### config.mk
export PLATFORM = sky130hd
export DESIGN_NAME = mem_stage
export DESIGN_NICKNAME = d
export VERILOG_FILES = /design/src/rtl/mem_stage_pkg.sv /design/src/rtl/mem_lane_align.sv /design/src/rtl/mem_stage.sv
export SDC_FILE = /design/constraint.sdc
export NUM_CORES = 1
export LEC_CHECK = 0
export CAP_MARGIN = 25
export CORE_MARGIN = 2
export CORE_UTILIZATION = 50
export CTS_CLUSTER_DIAMETER = 30
export DETAILED_ROUTE_END_ITERATION = 8
export PLACE_DENSITY = 0.85
export SLEW_MARGIN = 25
export SYNTH_ARGS = -nofsm -noshare
export SYNTH_HDL_FRONTEND = slang
export SYNTH_SLANG_ARGS = --single-unit
### constraint.sdc
create_clock -name clk -period 5.53 [get_ports clk]
set_input_delay 0.8295 -clock clk [delete_from_list [all_inputs] [get_ports clk]]
set_output_delay 0.8295 -clock clk [all_outputs]
set_load 0.05 [all_outputs]
### src/rtl/mem_stage_pkg.sv
// mem_stage_pkg: shared types and constants for the MEM pipeline stage.
//   state_t      - MEM stage FSM states (IDLE / REQ / WAIT)
//   acc_size_t   - memory access size (byte / half / word)
//   OP3_*        - SPARC op3 encodings of the supported load/store forms
//   decode_mem() - op3 -> {recognised, size, signed, store}
package mem_stage_pkg;

  typedef enum logic [1:0] {
    ST_IDLE = 2'd0,
    ST_REQ  = 2'd1,
    ST_WAIT = 2'd2
  } state_t;

  typedef enum logic [1:0] {
    SZ_BYTE = 2'd0,
    SZ_HALF = 2'd1,
    SZ_WORD = 2'd2
  } acc_size_t;

  localparam logic [1:0] OP_MEM    = 2'b11;

  localparam logic [5:0] OP3_LD    = 6'b000000;
  localparam logic [5:0] OP3_LDUB  = 6'b000001;
  localparam logic [5:0] OP3_LDUH  = 6'b000010;
  localparam logic [5:0] OP3_ST    = 6'b000100;
  localparam logic [5:0] OP3_STB   = 6'b000101;
  localparam logic [5:0] OP3_STH   = 6'b000110;
  localparam logic [5:0] OP3_LDSB  = 6'b001001;
  localparam logic [5:0] OP3_LDSH  = 6'b001010;

  typedef struct packed {
    logic      valid;
    acc_size_t size;
    logic      sign;
    logic      store;
  } mem_dec_t;

  function automatic mem_dec_t decode_mem(input logic [5:0] op3);
    mem_dec_t d;
    d.valid = 1'b1;
    d.size  = SZ_WORD;
    d.sign  = 1'b0;
    d.store = 1'b0;
    case (op3)
      OP3_LD:   ;
      OP3_LDUB: d.size = SZ_BYTE;
      OP3_LDUH: d.size = SZ_HALF;
      OP3_ST:   d.store = 1'b1;
      OP3_STB: begin
        d.size  = SZ_BYTE;
        d.store = 1'b1;
      end
      OP3_STH: begin
        d.size  = SZ_HALF;
        d.store = 1'b1;
      end
      OP3_LDSB: begin
        d.size = SZ_BYTE;
        d.sign = 1'b1;
      end
      OP3_LDSH: begin
        d.size = SZ_HALF;
        d.sign = 1'b1;
      end
      default:  d.valid = 1'b0;
    endcase
    return d;
  endfunction

endpackage

### src/rtl/mem_lane_align.sv
// mem_lane_align: combinational big-endian byte-lane handling.
//   Store side: i_st_size/i_st_off/i_st_data -> o_be (bit3 = MSB lane) and
//               o_wdata (store value replicated across all lanes).
//   Load side:  i_ld_size/i_ld_off/i_ld_sign/i_rdata -> o_ld_data, the
//               addressed byte/half/word, sign- or zero-extended.
module mem_lane_align
  import mem_stage_pkg::*;
#(
  parameter int DATA_W = 32
) (
  input  acc_size_t         i_st_size,
  input  logic [1:0]        i_st_off,
  input  logic [DATA_W-1:0] i_st_data,
  output logic [3:0]        o_be,
  output logic [DATA_W-1:0] o_wdata,
  input  acc_size_t         i_ld_size,
  input  logic [1:0]        i_ld_off,
  input  logic              i_ld_sign,
  input  logic [DATA_W-1:0] i_rdata,
  output logic [DATA_W-1:0] o_ld_data
);

  logic [31:0] w_rep;
  logic [7:0]  w_byte;
  logic [15:0] w_half;

  always_comb begin
    o_be  = 4'b0000;
    w_rep = '0;
    case (i_st_size)
      SZ_BYTE: begin
        o_be  = 4'b1000 >> i_st_off;
        w_rep = {4{i_st_data[7:0]}};
      end
      SZ_HALF: begin
        o_be  = i_st_off[1] ? 4'b0011 : 4'b1100;
        w_rep = {2{i_st_data[15:0]}};
      end
      default: begin
        o_be  = 4'b1111;
        w_rep = i_st_data[31:0];
      end
    endcase
    o_wdata       = '0;
    o_wdata[31:0] = w_rep;
  end

  // Lane 0 (offset 0) is the most significant byte of the word.
  always_comb begin
    w_byte = 8'h00;
    case (i_ld_off)
      2'd0:    w_byte = i_rdata[31:24];
      2'd1:    w_byte = i_rdata[23:16];
      2'd2:    w_byte = i_rdata[15:8];
      default: w_byte = i_rdata[7:0];
    endcase
    w_half = i_ld_off[1] ? i_rdata[15:0] : i_rdata[31:16];
  end

  always_comb begin
    o_ld_data = '0;
    case (i_ld_size)
      SZ_BYTE: begin
        o_ld_data       = {DATA_W{i_ld_sign & w_byte[7]}};
        o_ld_data[7:0]  = w_byte;
      end
      SZ_HALF: begin
        o_ld_data       = {DATA_W{i_ld_sign & w_half[15]}};
        o_ld_data[15:0] = w_half;
      end
      default: o_ld_data = i_rdata;
    endcase
  end

endmodule

### src/rtl/mem_stage.sv
// mem_stage: SPARC MEM pipeline stage.
//   clk/reset         - clock, synchronous active-high reset
//   in_*              - EX/MEM bundle; in_stall holds it upstream
//   dmem_req_*        - data memory request (valid/ready handshake),
//                       word-aligned address, byte enables, lane data
//   dmem_rsp_*        - one response per request, latency >= 1 cycle
//   out_*             - registered MEM/WB bundle; out_valid pulses once
//                       per accepted instruction
module mem_stage
  import mem_stage_pkg::*;
#(
  parameter int DATA_W   = 32,
  parameter int TARGET_W = 64
) (
  input  logic                clk,
  input  logic                reset,
  input  logic                in_valid,
  output logic                in_stall,
  input  logic [TARGET_W-1:0] in_target,
  input  logic [4:0]          in_regD,
  input  logic [DATA_W-1:0]   in_alures,
  input  logic [1:0]          in_op,
  input  logic [2:0]          in_op2,
  input  logic [5:0]          in_op3,
  input  logic [DATA_W-1:0]   in_st_data,
  output logic                dmem_req_valid,
  input  logic                dmem_req_ready,
  output logic [DATA_W-1:0]   dmem_addr,
  output logic                dmem_we,
  output logic [3:0]          dmem_be,
  output logic [DATA_W-1:0]   dmem_wdata,
  input  logic                dmem_rsp_valid,
  input  logic [DATA_W-1:0]   dmem_rdata,
  output logic                out_valid,
  output logic [4:0]          out_regD,
  output logic [DATA_W-1:0]   out_result,
  output logic                out_wb_en,
  output logic                out_trap,
  output logic [TARGET_W-1:0] out_target
);

  state_t              r_state, w_next;
  logic [DATA_W-1:0]   r_addr;
  logic [1:0]          r_off;
  acc_size_t           r_size;
  logic                r_sign;
  logic                r_we;
  logic [3:0]          r_be;
  logic [DATA_W-1:0]   r_wdata;
  logic [4:0]          r_regD;
  logic [TARGET_W-1:0] r_target;

  mem_dec_t            w_dec;
  logic                w_mem_ok;
  logic                w_bad_op;
  logic                w_misalign;
  logic                w_start;
  logic                w_idle_done;
  logic [3:0]          w_be;
  logic [DATA_W-1:0]   w_wdata;
  logic [DATA_W-1:0]   w_ld_data;
  logic                w_unused;

  // op2 only matters for non-memory formats handled upstream.
  assign w_unused = ^in_op2;

  assign w_dec      = decode_mem(in_op3);
  assign w_mem_ok   = (in_op == OP_MEM) && w_dec.valid;
  assign w_bad_op   = (in_op == OP_MEM) && !w_dec.valid;
  assign w_misalign = w_mem_ok &&
                      (((w_dec.size == SZ_HALF) && in_alures[0]) ||
                       ((w_dec.size == SZ_WORD) && (in_alures[1:0] != 2'b00)));
  assign w_start    = (r_state == ST_IDLE) && in_valid && w_mem_ok && !w_misalign;
  // Non-memory ops, illegal op3 and misaligned accesses all retire from IDLE.
  assign w_idle_done = (r_state == ST_IDLE) && in_valid && !w_start;

  mem_lane_align #(.DATA_W(DATA_W)) u_lane (
    .i_st_size (w_dec.size),
    .i_st_off  (in_alures[1:0]),
    .i_st_data (in_st_data),
    .o_be      (w_be),
    .o_wdata   (w_wdata),
    .i_ld_size (r_size),
    .i_ld_off  (r_off),
    .i_ld_sign (r_sign),
    .i_rdata   (dmem_rdata),
    .o_ld_data (w_ld_data)
  );

  always_comb begin
    w_next         = r_state;
    in_stall       = 1'b0;
    dmem_req_valid = 1'b0;
    case (r_state)
      ST_IDLE: begin
        if (w_start) begin
          in_stall = 1'b1;
          w_next   = ST_REQ;
        end
      end
      ST_REQ: begin
        in_stall       = 1'b1;
        dmem_req_valid = 1'b1;
        if (dmem_req_ready) w_next = ST_WAIT;
      end
      ST_WAIT: begin
        // Release upstream in the response cycle so the next instruction
        // arrives exactly as this one retires.
        in_stall = !dmem_rsp_valid;
        if (dmem_rsp_valid) w_next = ST_IDLE;
      end
      default: w_next = ST_IDLE;
    endcase
  end

  assign dmem_addr  = r_addr;
  assign dmem_we    = (r_state == ST_REQ) && r_we;
  assign dmem_be    = (r_state == ST_REQ) ? r_be : 4'b0000;
  assign dmem_wdata = r_wdata;

  always_ff @(posedge clk) begin
    if (reset) begin
      r_state    <= ST_IDLE;
      r_addr     <= '0;
      r_off      <= '0;
      r_size     <= SZ_BYTE;
      r_sign     <= 1'b0;
      r_we       <= 1'b0;
      r_be       <= '0;
      r_wdata    <= '0;
      r_regD     <= '0;
      r_target   <= '0;
      out_valid  <= 1'b0;
      out_regD   <= '0;
      out_result <= '0;
      out_wb_en  <= 1'b0;
      out_trap   <= 1'b0;
      out_target <= '0;
    end else begin
      r_state   <= w_next;
      out_valid <= 1'b0;
      out_wb_en <= 1'b0;
      out_trap  <= 1'b0;

      if (w_start) begin
        r_addr   <= {in_alures[DATA_W-1:2], 2'b00};
        r_off    <= in_alures[1:0];
        r_size   <= w_dec.size;
        r_sign   <= w_dec.sign;
        r_we     <= w_dec.store;
        r_be     <= w_be;
        r_wdata  <= w_wdata;
        r_regD   <= in_regD;
        r_target <= in_target;
      end

      if (w_idle_done) begin
        out_valid  <= 1'b1;
        out_regD   <= in_regD;
        out_target <= in_target;
        out_result <= in_alures;
        if (w_bad_op || w_misalign) begin
          out_trap <= 1'b1;
        end else begin
          out_wb_en <= (in_regD != 5'd0);
        end
      end

      if ((r_state == ST_WAIT) && dmem_rsp_valid) begin
        out_valid  <= 1'b1;
        out_regD   <= r_regD;
        out_target <= r_target;
        if (r_we) begin
          out_result <= '0;
        end else begin
          out_result <= w_ld_data;
          out_wb_en  <= (r_regD != 5'd0);
        end
      end
    end
  end

endmodule
Word-level counts from Yosys, hierarchy flattened
Cells that the tools add are included.
W data, S select, Z words.
- register bits: 247
- output and inout bits: 175
- logic and storage cells: 103
- equal/unequal tests: 18
- shift-type cells: 1
- mux-type cells: 32
- bitwise operators: 3
- reduce and logical (&&, ||, !) cells: 33
- operators by type and width (operator ; number):
    $mux W64 ; 2
    $pmux W32 S2 ; 2
    $mux W32 ; 3
    $pmux W8 S3 ; 1
    $eq A6 B3 Y1 const B ; 3
    $mux W16 ; 1
    $eq A6 B4 Y1 const B ; 2
    $mux W1 ; 12
    $logic_and A1 B1 Y1 ; 11
    $mux W5 ; 2
    $reduce_bool A5 Y1 ; 2
    $reduce_or A3 Y1 ; 3
    $eq A2 B1 Y1 const B ; 4
    $eq A2 B2 Y1 const B ; 4
    $logic_not A2 Y1 ; 4
    $mux W4 ; 2
    $pmux W4 S2 ; 1
    $reduce_or A8 Y1 ; 1
    $eq A6 B1 Y1 const B ; 1
    $eq A6 B2 Y1 const B ; 1
    $logic_not A6 Y1 ; 1
    $mux W2 ; 3
    $ne A2 B2 Y1 const B ; 3
    $pmux W2 S3 ; 1
    10 further kinds ; 17

Logic depth before layout (Yosys ltp)
- depth after elaboration: 14
- mapped depth: 8

Cells and area by module
A second synthesis with hierarchy kept.
- cell total of the unflattened synthesis: 1331
- area total of the unflattened synthesis: 11167.0 sq um
- modules (own cells, without submodules) (module ; times used ; cells each ; area each (sq um) ; sequential area each (sq um)):
    mem_stage ; 1 ; 1165 ; 9854.5 ; 4944.7
    mem_lane_align ; 1 ; 166 ; 1312.5 ; 0.0

Least setup slack after synthesis
No wires, ideal clock.
- path kind: input-to-output
- start point: in in_op3[0]
- end point: out in_stall
- arrival: 2.296 ns
- data required time: 4.701 ns
- slack: 2.404 ns
- stages: 6
- cell sequence: a211o_1 -> a21o_1 -> a211o_1 -> buf_2 -> clkbuf_1 -> nand3b_1
- longest elaborated chain between the ends: 11
- elaborated cells on any way between the ends: 25
- classes of those cells: eq/ne (9); mux (4); reduce/logical (12)
- RTL lines (what ; RTL line ; text):
    from (decl) ; mem_stage.sv:24 ; input logic [5:0] in_op3,
    $eq A6 B4 Y1, or another cell as far along ; mem_stage_pkg.sv:44 ; case (op3)
    $reduce_or A3 Y1 (no line) ; -- ;
    $pmux W2 S2 ; mem_stage_pkg.sv:44 ;
    $eq A2 B1 Y1 or $eq A2 B2 Y1 (tied branches) ; mem_stage.sv:71, mem_stage.sv:72 ;
    $logic_and A1 B1 Y1 (on tied branches) ; mem_stage.sv:71, mem_stage.sv:72 ;
    $logic_or A1 B1 Y1 ; mem_stage.sv:71 ; (((w_dec.size == SZ_HALF) && in_alures[0]) ||
    $logic_and A1 B1 Y1 ; mem_stage.sv:70 ; assign w_misalign = w_mem_ok &&
    $logic_not A1 Y1 ; mem_stage.sv:73 ; assign w_start = (r_state == ST_IDLE) && in_valid && w_mem_ok && !w_misalign;
    $logic_and A1 B1 Y1 * ; mem_stage.sv:73 ;
    $mux W1 * ; mem_stage.sv:96 ; if (w_start) begin
    $pmux W1 S3 * ; mem_stage.sv:94 ; case (r_state)
    to (decl) ; mem_stage.sv:18 ; output logic in_stall,
Every way passes the cells marked *; elsewhere a longest branch is shown, timed or not.

Worst setup path in the final report
Ends and elaborated chain as after synthesis.

==> flow_metrics.py <==
metrics = {
    "global_route": {
        "grt_pass1_vias": 11300,
        "grt_use_total_pct": 31.8,
        "overflow": 0,
        "grtUsageMet2_pct": 51.3,
        "gr-max-usage-layer": "met2",
        "antenna_found_initial": 5,
        "grt_use_met1_pct": 39.9,
        "use_met3_pct": 8.24,
        "grt_start_max_net_pins": 103,
        "grt_pass1_wl_um": 60900,
    },
    "status": {
        "status": "finished clean",
    },
    "cells_and_area": {
        "area_growth_pct": 47.7,
        "drive_gt1_share_pct": 10.1,
        "final_cell_area_um2": 16700,
        "multiInputGateArea_um2": 5760,
        "fin_cells": 2017,
        "fin_util_pct": 74.4,
        "layout_commonest_cell": "clkdlybuf4s50_1",
        "layout_common_cells": "349 x clkdlybuf4s50_1, 339 x nand2_1, 247 x dfxtp_1, 187 x a21oi_1, 76 x a211oi_1",
        "nets": 1871,
        "n_fill_cell": 1583,
        "register_area_um2": 4940,
    },
    "timing": {
        "hold_violations": 0,
        "whs_ns": 0.447,
        "tightestPinTransition_ns": 0.946,
        "max_slew_margin_pct": 35.7,
        "final.setup_skew_ns": 0.0110,
        "timing.final.crit_period_ns": 4.36,
        "grt_setup_unrepaired": "no",
        "fin_crit_sh_pct": 78.9,
        "setup_viol": 0,
        "tns_ns": 0,
        "slew_violations": 0,
        "fmax_ghz": 0.229,
    },
    "critical_path": {
        "cp_max_fo": 12,
        "crit_end": "in_stall",
        "crit_path_end_kind": "primary output",
        "crit_start": "in_op3[0]",
        "worst_ep_required_time_ns": 4.70,
        "crit_slowest_cell": "clkdlybuf4s50_1",
        "regToRegStartpoint": "r_state[0]",
        "cp_cell_sequence": "clkdlybuf4s50_1 > nor2b_1 > o21ai_1 > a211o_4 > nand3b_1 > clkdlybuf4s50_1",
        "rr_worst_depth": 7,
        "cpPeakStageDelay_ns": 0.82,
        "crit_top_cell": "clkdlybuf4s50_1",
        "worst-endpoint-arrival_ns": 3.53,
        "r2r-end": "r_target[1]",
        "r2r_setup_slack_ns": 2.66,
        "start_kind": "input pin",
        "path_class": "in -> out",
    },
    "power_and_ir_drop": {
        "p_per_area_nw_per_um2": 345,
        "seq_power_share_pct": 32.5,
        "swShare_pct": 24.3,
        "ir_worst_vdd_v": 0.000257,
        "combPwrFrac_pct": 12.0,
        "p_leak_nw": 6.38,
        "pwr-share-clk_pct": 55.6,
        "p_sw_w": 0.00140,
        "p_int_w": 0.00436,
    },
    "routing": {
        "viasPerCell": 5.72,
        "num_vias": 11500,
        "wl_um": 39500,
        "firstDrtPassIters": 7,
        "post-route-drc-count": 0,
        "ant_nets": 0,
        "wl_per_cell_um": 19.6,
        "drt_iter0_drc": 1044,
    },
    "synth": {
        "syn_area_um2": 11300,
        "async_flop_share_pct": 0,
        "synth_ff_type": "dfxtp_1",
        "syn_inst": 1390,
        "synth_edf_count": 0,
        "ys_types": 52,
        "seq_area_frac_synth_pct": 43.8,
        "synth_area_per_cell_um2": 8.13,
        "ys_ff_latch": 247,
        "synth_warnings": 0,
    },
    "clock_network": {
        "cts.clk_slew.worst_paths_ns": 0.05,
        "cts_buffers": 52,
        "clock_sinks": 247,
        "cts-resized-gates": 0,
        "cts_buffer_depth": 3,
        "post_cts_buffers": 0,
        "root_buffer": "clkbuf_16",
        "clkLatencyLatePin_ns": 0.53,
        "holdBufCountCts": 0,
        "h-tree-depth": 2,
        "tritoncts": "yes",
    },
    "die": {
        "io_pins": 356,
        "dieWidth_um": 154,
        "die_area_um2": 23800,
        "rows": 55,
        "start_util_pct": 50.4,
        "die_h_um": 154,
        "coreArea_um2": 22400,
    },
    "place": {
        "placed_area_um2": 14900,
        "io_buffers": 350,
        "place_congestion": 0.909,
        "hpwl_um": 25500,
        "dp_cells": 1921,
    },
    "min_path": {
        "hold_class": "reg -> reg",
    },
    "run": {
        "maxCapViolCount": 0,
    },
}
-- flip-flops by register name, indices dropped and copies added (netlist names) --
signal,count
dmem_addr,30
dmem_wdata,32
out_regD,5
out_result,32
out_target,64
out_trap,1
out_valid,1
out_wb_en,1
r_be,4
r_off,2
r_regD,5
r_sign,1
r_size,2
r_state,2
r_target,64
r_we,1
-- power groups by stage --
| stage | combinational (W) | sequential [W] | clock [W] |
|---|---|---|---|
| floorplan | 0.000193 | 0.00208 | 0 |
| global placement | 0.000675 | 0.00190 | 0 |
| detailed placement | 0.000681 | 0.00190 | 0 |
| CTS | 0.000687 | 0.00187 | 0.00322 |
| global route | 0.000726 | 0.00187 | 0.00332 |
| finish | 0.000691 | 0.00187 | 0.00320 |
-- per-stage QoR --
stage / setup slack, ns / power [W]
after floorplan: 2.40 / 0.00227
after global placement: 1.27 / 0.00257
after detailed placement: 1.21 / 0.00258
after CTS: 1.21 / 0.00578
after global routing: 1.03 / 0.00592
final: 1.17 / 0.00576
-- synthesized netlist by cell type, types with 10 or more instances --
master,instances,share of area (%)
a211oi_1,76,5.0
a21oi_1,189,8.4
a221oi_1,18,1.4
buf_2,24,1.1
clkbuf_1,84,2.8
dfxtp_1,247,44
inv_1,32,1.1
mux2_2,54,5.4
mux2i_1,34,3.0
nand2_1,339,11
nor2_1,46,1.5
nor2b_1,51,2.8
nor3_1,18,0.80
o211a_1,23,2.0
o211ai_1,36,2.4
o21ai_0,10,0.44
o22ai_1,16,0.89
-- worst min-delay path by stage --
stage            startpoint      endpoint  slack (ns)  cells after the start
2_1_floorplan       r_be[3]       r_be[3]        0.43                      2
3_3_place_gp        r_be[3]       r_be[3]        0.44                      2
3_5_place_dp        r_be[3]       r_be[3]        0.44                      2
4_1_cts             r_be[3]       r_be[3]        0.45                      2
5_1_grt        r_target[46]  r_target[46]        0.46                      2
6_report            r_be[3]       r_be[3]        0.45                      2
-- final cells by class --
| type | instances | area share [%] |
|---|---|---|
| clock buffer | 73 | 9.17 |
| antenna | 2 | 0.0300 |
| inverter | 33 | 0.742 |
| timing repair buffer | 369 | 22.0 |
| tap | 285 | 2.14 |
| clock inverter | 21 | 1.78 |
| sequential | 247 | 29.6 |
| multi-input combinational | 987 | 34.5 |
-- layer usage --
layer,vias up,share of wire (%)
met5,-,0.10
met4,6,4.8
met3,130,7.9
met2,510,47
met1,5432,41
li1,5462,-
-- kinds of logic after synthesis --
| kind of cell | after synthesis | share of synthesized area, % |
|---|---|---|
| multiplexers | 91 | 8.69 |
| other | 1 | 0.0332 |
| flip-flops | 247 | 43.8 |
| AO/OA/AOI/OAI | 400 | 22.9 |
| buffers and inverters | 157 | 5.71 |
| AND/OR/NAND/NOR | 494 | 18.9 |
-- worst max-delay path: cells and delay by family --
family | cells | cell delay [ns]
compound gates | 2 | 0.72
buf+inv | 2 | 1.39
simple gates | 2 | 0.59
Note: power is estimated with default switching activity, not from simulation.
